$ cat config.mk
export PLATFORM = sky130hd
export DESIGN_NAME = reg_file_sb_flat
export DESIGN_NICKNAME = d
export VERILOG_FILES = /design/src/rtl/reg_file_pkg.sv /design/src/rtl/reg_file_sb_if.sv /design/src/rtl/reg_file_scoreboard.sv /design/src/rtl/reg_file_sb.sv /design/src/flat_wrapper.sv
export SDC_FILE = /design/constraint.sdc
export NUM_CORES = 2
export LEC_CHECK = 0
export CAP_MARGIN = 40
export CORE_MARGIN = 5
export CORE_UTILIZATION = 45
export CTS_CLUSTER_SIZE = 20
export DETAILED_ROUTE_END_ITERATION = 12
export PLACE_DENSITY = 0.7
export SLEW_MARGIN = 10
export SYNTH_ARGS = -nofsm -noshare
export SYNTH_HDL_FRONTEND = slang
export SYNTH_SLANG_ARGS = --single-unit
$ cat constraint.sdc
create_clock -name clk -period 7.6 [get_ports clk]
set_clock_uncertainty 0.05 [all_clocks]
set_input_delay 0.76 -clock clk [delete_from_list [all_inputs] [get_ports clk]]
set_output_delay 0.76 -clock clk [all_outputs]
set_load 0.02 [all_outputs]
$ cat src/rtl/reg_file_pkg.sv
// Shared defaults and helpers for the scoreboarded register file.
package reg_file_pkg;

  localparam int unsigned DATA_W_DEF = 32;
  localparam int unsigned ADDR_W_DEF = 5;
  localparam int unsigned NRD_DEF    = 2;

  // Register 0 is read-only zero when zero_r0 is set.
  function automatic logic addr_writable(input int unsigned addr, input logic zero_r0);
    return !(zero_r0 && (addr == 0));
  endfunction

endpackage

$ cat src/rtl/reg_file_sb_if.sv
// Bus bundle for reg_file_sb: read ports, write port, reservation and status.
interface reg_file_sb_if
  import reg_file_pkg::*;
#(
  parameter int unsigned DATA_W = DATA_W_DEF,
  parameter int unsigned ADDR_W = ADDR_W_DEF,
  parameter int unsigned NRD    = NRD_DEF
) ();

  logic [NRD*ADDR_W-1:0] rd_addr;
  logic [NRD*DATA_W-1:0] rd_data;
  logic [NRD-1:0]        rd_ready;
  logic                  wr_en;
  logic [ADDR_W-1:0]     wr_addr;
  logic [DATA_W-1:0]     wr_data;
  logic                  rsv_en;
  logic [ADDR_W-1:0]     rsv_addr;
  logic                  flush;
  logic [ADDR_W:0]       busy_cnt;

  modport master (
    output rd_addr, wr_en, wr_addr, wr_data, rsv_en, rsv_addr, flush,
    input  rd_data, rd_ready, busy_cnt
  );

  modport slave (
    input  rd_addr, wr_en, wr_addr, wr_data, rsv_en, rsv_addr, flush,
    output rd_data, rd_ready, busy_cnt
  );

endinterface

$ cat src/rtl/reg_file_scoreboard.sv
// Pending-bit scoreboard: tracks reserved destinations and their population count.
module reg_file_scoreboard
  import reg_file_pkg::*;
#(
  parameter int unsigned ADDR_W  = ADDR_W_DEF,
  parameter int unsigned ZERO_R0 = 1
) (
  input  logic                  clk,
  input  logic                  rst_n,
  input  logic                  wr_en,
  input  logic [ADDR_W-1:0]     wr_addr,
  input  logic                  rsv_en,
  input  logic [ADDR_W-1:0]     rsv_addr,
  input  logic                  flush,
  output logic [2**ADDR_W-1:0]  pending,
  output logic [ADDR_W:0]       busy_cnt
);

  localparam int unsigned DEPTH = 2**ADDR_W;
  localparam int unsigned CNT_W = ADDR_W + 1;

  logic [DEPTH-1:0] pend_nxt;
  logic [CNT_W-1:0] cnt_nxt;

  // Write clears, reservation then sets (so it wins on the same address), flush overrides both.
  always_comb begin
    pend_nxt = pending;
    cnt_nxt  = '0;
    if (wr_en && addr_writable(32'(wr_addr), ZERO_R0 != 0))
      pend_nxt[wr_addr] = 1'b0;
    if (rsv_en && addr_writable(32'(rsv_addr), ZERO_R0 != 0))
      pend_nxt[rsv_addr] = 1'b1;
    if (flush)
      pend_nxt = '0;
    for (int i = 0; i < DEPTH; i++)
      cnt_nxt = cnt_nxt + CNT_W'(pend_nxt[i]);
  end

  always_ff @(posedge clk or negedge rst_n) begin
    if (!rst_n) begin
      pending  <= '0;
      busy_cnt <= '0;
    end else begin
      pending  <= pend_nxt;
      busy_cnt <= cnt_nxt;
    end
  end

endmodule

$ cat src/rtl/reg_file_sb.sv
// Multi-read-port register file with write bypass and a pending-destination scoreboard.
module reg_file_sb
  import reg_file_pkg::*;
#(
  parameter int unsigned DATA_W  = DATA_W_DEF,
  parameter int unsigned ADDR_W  = ADDR_W_DEF,
  parameter int unsigned NRD     = NRD_DEF,
  parameter int unsigned ZERO_R0 = 1
) (
  input logic          clk,
  input logic          rst_n,
  reg_file_sb_if.slave bus
);

  localparam int unsigned DEPTH = 2**ADDR_W;

  logic [DATA_W-1:0] mem [DEPTH];
  logic [DEPTH-1:0]  pending;
  logic              wr_ok;
  logic [DATA_W-1:0] rdata [NRD];
  logic              rrdy  [NRD];

  assign wr_ok = bus.wr_en && addr_writable(32'(bus.wr_addr), ZERO_R0 != 0);

  reg_file_scoreboard #(
    .ADDR_W  (ADDR_W),
    .ZERO_R0 (ZERO_R0)
  ) u_sb (
    .clk      (clk),
    .rst_n    (rst_n),
    .wr_en    (bus.wr_en),
    .wr_addr  (bus.wr_addr),
    .rsv_en   (bus.rsv_en),
    .rsv_addr (bus.rsv_addr),
    .flush    (bus.flush),
    .pending  (pending),
    .busy_cnt (bus.busy_cnt)
  );

  // Register 0 is never written when hardwired, so it keeps its reset value of zero.
  always_ff @(posedge clk or negedge rst_n) begin
    if (!rst_n) begin
      for (int i = 0; i < DEPTH; i++)
        mem[i] <= '0;
    end else if (wr_ok) begin
      mem[bus.wr_addr] <= bus.wr_data;
    end
  end

  // Bypass is suppressed while in reset since that write will be discarded.
  for (genvar k = 0; k < NRD; k++) begin : g_rd
    logic [ADDR_W-1:0] ra;
    logic              byp;
    assign ra       = bus.rd_addr[k*ADDR_W +: ADDR_W];
    assign byp      = wr_ok && rst_n && (bus.wr_addr == ra);
    assign rdata[k] = byp ? bus.wr_data : mem[ra];
    assign rrdy[k]  = byp || !pending[ra];
  end

  always_comb begin
    bus.rd_data  = '0;
    bus.rd_ready = '0;
    for (int k = 0; k < NRD; k++) begin
      bus.rd_data[k*DATA_W +: DATA_W] = rdata[k];
      bus.rd_ready[k]                 = rrdy[k];
    end
  end

endmodule

$ cat src/flat_wrapper.sv
// flat-port wrapper written by rule: the top's interface ports become plain ports
module reg_file_sb_flat import reg_file_pkg::*;
#(
  parameter int unsigned DATA_W  = DATA_W_DEF,
  parameter int unsigned ADDR_W  = ADDR_W_DEF,
  parameter int unsigned NRD     = NRD_DEF,
  parameter int unsigned ZERO_R0 = 1
)
  (clk, rst_n, bus_rd_addr, bus_wr_en, bus_wr_addr, bus_wr_data, bus_rsv_en, bus_rsv_addr, bus_flush, bus_rd_data, bus_rd_ready, bus_busy_cnt);
  reg_file_sb_if #(.DATA_W(DATA_W), .ADDR_W(ADDR_W), .NRD(NRD)) bus_i ();
  input logic clk;
  input logic rst_n;
  input wire logic [$bits(bus_i.rd_addr)-1:0] bus_rd_addr;
  input wire logic [$bits(bus_i.wr_en)-1:0] bus_wr_en;
  input wire logic [$bits(bus_i.wr_addr)-1:0] bus_wr_addr;
  input wire logic [$bits(bus_i.wr_data)-1:0] bus_wr_data;
  input wire logic [$bits(bus_i.rsv_en)-1:0] bus_rsv_en;
  input wire logic [$bits(bus_i.rsv_addr)-1:0] bus_rsv_addr;
  input wire logic [$bits(bus_i.flush)-1:0] bus_flush;
  output wire logic [$bits(bus_i.rd_data)-1:0] bus_rd_data;
  output wire logic [$bits(bus_i.rd_ready)-1:0] bus_rd_ready;
  output wire logic [$bits(bus_i.busy_cnt)-1:0] bus_busy_cnt;
  assign bus_i.rd_addr = bus_rd_addr;
  assign bus_i.wr_en = bus_wr_en;
  assign bus_i.wr_addr = bus_wr_addr;
  assign bus_i.wr_data = bus_wr_data;
  assign bus_i.rsv_en = bus_rsv_en;
  assign bus_i.rsv_addr = bus_rsv_addr;
  assign bus_i.flush = bus_flush;
  assign bus_rd_data = bus_i.rd_data;
  assign bus_rd_ready = bus_i.rd_ready;
  assign bus_busy_cnt = bus_i.busy_cnt;
  reg_file_sb #(.DATA_W(DATA_W), .ADDR_W(ADDR_W), .NRD(NRD), .ZERO_R0(ZERO_R0)) u_core (.clk(clk), .rst_n(rst_n), .bus(bus_i));
endmodule
==> flow_metrics.env <==
export IMPL_die_w_um=368
export IMPL_track_usage=0.262
export IMPL_clk_latency_ns=0.71
export IMPL_synth_area_leaders="dfrtp_1 46%, mux2_2 20%, mux4_2 15%"
export IMPL_gp_congestion=0.860
export IMPL_status="complete, no violations"
export IMPL_antenna_left=0
export IMPL_synth_top_family_by_area="multiplexers"
export IMPL_max_slew_margin=0.298
export IMPL_fp_row_count=131
export IMPL_fmax_ghz=0.160
export IMPL_slew_viol_final=0
export IMPL_synth_fa_ha_area_frac=0.00985
export IMPL_io_pins=129
export IMPL_antenna_found_initial=11
export IMPL_synth_area_leader_cell="dfrtp_1"
export IMPL_synth_compound_area_frac=0.0552
export IMPL_drive_gt1_frac=0.445
export IMPL_power_density_mw_per_mm2=256
export IMPL_final_util=0.508
export IMPL_syn_area_mm2=0.0577
export IMPL_vias=37800
export IMPL_ys_ff_latch=1062
export IMPL_core_area_mm2=0.128
export IMPL_end_kind="flop"
export IMPL_holdWs_ns=0.346
export IMPL_synth_xor_xnor_area_share=0.00197
export IMPL_setup_viol=0
export IMPL_synth_cell_type_count=66
export IMPL_arrival_ns=6.78
export IMPL_synth_edf_count=0
export IMPL_placed_area_mm2=0.0607
export IMPL_path_cells="clkdlybuf4s50_1 -> buf_4 -> and3b_1 -> nand2_1 -> o21ai_0 -> a21o_1 -> fa_1 -> fa_1 -> fa_1 -> fa_1 -> fa_1 -> inv_1 -> fa_1 -> ha_1 -> inv_1 -> fa_1 -> inv_1 -> a21o_1 -> a21oi_1 -> xnor2_1"
export IMPL_drc_errors=0
export IMPL_cts_root_buf="clkbuf_16"
export IMPL_ir_worst_vdd_mv=0.181
export IMPL_wirelength_um=179000
export IMPL_cts_htree_levels=3
export IMPL_routed_wire_length_per_instance_um=31.2
export IMPL_place_hpwl_um=107000
export IMPL_path_max_fanout=10
export IMPL_cts_tree="done"
export IMPL_leakage_nw=28.1
export IMPL_path_class="primary input to flop"
export IMPL_rsz0062_at_grt="no"
export IMPL_min_period_over_period=0.822
export IMPL_maxCapViolations=0
export IMPL_worst_slew_pin_transition_ns=1.05
export IMPL_cts_sinks=1062
export IMPL_ys_warn_count=0
export IMPL_path_clk_slew_ns=0.06
export IMPL_synth_mux_area_frac=0.392
export IMPL_drtIter0Drc=3769
export IMPL_ys_async_sr_fraction=1.00
export IMPL_finalHoldViolCount=0
export IMPL_design_area_mm2=0.0648
export IMPL_ys_seq_area_frac=0.461
export IMPL_slowest_delay_ns=0.58
export IMPL_start_util=0.452
export IMPL_fp_dieArea_mm2=0.135
export IMPL_ctsResizeCount=0
export IMPL_r2r_start="u_core.u_sb.pending[13]"
export IMPL_final_nets=4070
export IMPL_startpoint="bus_wr_addr[1]"
export IMPL_startpoint_type="primary input"
export IMPL_synth_top_area_frac=0.461
export IMPL_portBuffers=128
export IMPL_finalSetupTns_ns=0
export IMPL_area_delta_synth_final_pct=12.3
export IMPL_dr_pass1_iters=5
export IMPL_vias_per_cell=6.58
export IMPL_grt_pass1_vias=38300
export IMPL_cts_path_max_buffers=3
export IMPL_synth_ff_type="dfrtp_1"
export IMPL_die_height_um=368
export IMPL_grt_overflow=0
export IMPL_timing_reg2reg_setup_slack_ns=2.48
export IMPL_min_path_type="flop to flop"
export IMPL_worst_path_max_delay_cell="fa_1"
export IMPL_grt_pass1_wl_um=265000
export IMPL_cpMostUsedCell="fa_1"
export IMPL_grt_max_degree=172
export IMPL_cts_made_buffers=110
export IMPL_synthCells=4036
export IMPL_syn_num_nets=4124
export IMPL_yosys_area_share_simple=0.0370
export IMPL_min_from="u_core.mem[1007]"
export IMPL_period_needed_ns=6.24
export IMPL_syn_area_per_cell_um2=14.3
export IMPL_worst_ep_required_time_ns=8.13
layout by cell type (no fill, tap or decap), types with 24 or more instances in the layout:
cell type,n
nand3_1,25
mux2i_1,95
nor2b_1,66
dfrtp_1,1062
a22oi_1,54
a21o_1,26
mux4_4,24
mux4_2,382
o22ai_1,180
nor2_1,44
clkbuf_8,29
a211oi_1,57
clkbuf_16,113
mux4_1,42
inv_1,41
mux2_2,999
nand2_1,181
buf_4,113
fa_1,24
clkdlybuf4s50_1,119
cells by family after synthesis:
| group | Yosys count |
|---|---|
| multiplexers | 1549 |
| AND/OR/NAND/NOR | 437 |
| XOR/XNOR | 13 |
| AO/OA/AOI/OAI | 446 |
| buffers and inverters | 498 |
| adder cells (fa/ha/maj) | 31 |
| flip-flops | 1062 |
worst max-delay path, delay by kind of cell:
family          cells  cell delay (ns)
xor+xnor            1             0.12
compound gates      4             0.61
simple gates        2             0.76
fa+ha+maj           8             3.58
buf+inv             5             0.94
power breakdown:
part           internal, mW  switching [mW]
clock network          3.48            2.38
registers              6.70           0.740
logic                  1.96            1.33
registers in the layout, summed over array words and instances, names as in the netlist:
name	cells
u_core.u_sb.busy_cnt	6
u_core.u_sb.pending	32
u_core.mem	1024
area by class of cell:
type | instances | area, um^2
flip-flops and latches | 1062 | 26600
clock buffers | 160 | 3290
well taps | 1662 | 2080
inverters | 42 | 158
multi-input cells | 2476 | 28800
repair buffers | 290 | 3190
diodes | 5 | 12.5
clock inverters | 47 | 647
fillers | 10600 | 62800
Yosys cell counts, types with 9 or more instances:
cell type,count
fa_1,24
mux2_2,999
mux4_4,24
buf_2,143
buf_6,14
or3_1,25
nor3_1,18
inv_1,42
mux4_1,42
a21oi_1,15
a21o_1,26
buf_1,62
o41ai_1,22
clkbuf_8,14
a211oi_1,57
dfrtp_1,1062
nand3_1,31
a22oi_1,54
a22o_1,9
clkbuf_1,180
buf_4,33
nand2_1,195
nor2_1,48
mux2i_1,95
xnor2_1,9
o22a_1,22
nand2b_1,15
o22ai_1,180
mux4_2,382
a2111o_1,23
o21ai_1,23
nor2b_1,66
nor4_1,10
metal layers:
layer,global-route usage,share of wire,vias to the layer above
met5,0,0.00036,-
met4,0.107,0.045,8
met3,0.0457,0.077,404
met2,0.425,0.48,1611
met1,0.351,0.40,20400
li1,-,-,15400
worst paths after layout:
kind	endpoint	depth (start not counted)
min in group asynchronous	u_core.u_sb.pending[20]	2
setup / recovery	u_core.u_sb.busy_cnt[4]	20
setup reg to reg	u_core.u_sb.busy_cnt[4]	18
hold / removal	u_core.mem[1007]	0
hold reg to reg	u_core.mem[1007]	0
max in group asynchronous	u_core.mem[232]	6
through the flow:
stage	setup WS [ns]	total power, mW	instances
2_1_floorplan	1.56	9.73	4036
3_3_place_gp	0.717	10.6	5494
3_5_place_dp	0.609	10.8	5529
4_1_cts	1.34	16.6	5737
5_1_grt	1.06	17.2	5742
6_report	1.36	16.6	5744
what timing repair did:
action,in CTS,in global routing
endpoints found under the setup margin,0,0
buffers inserted,0,0
endpoints found under the hold margin,43,0
hold buffers,1,0
No activity file was read; power rests on OpenSTA's default activity.
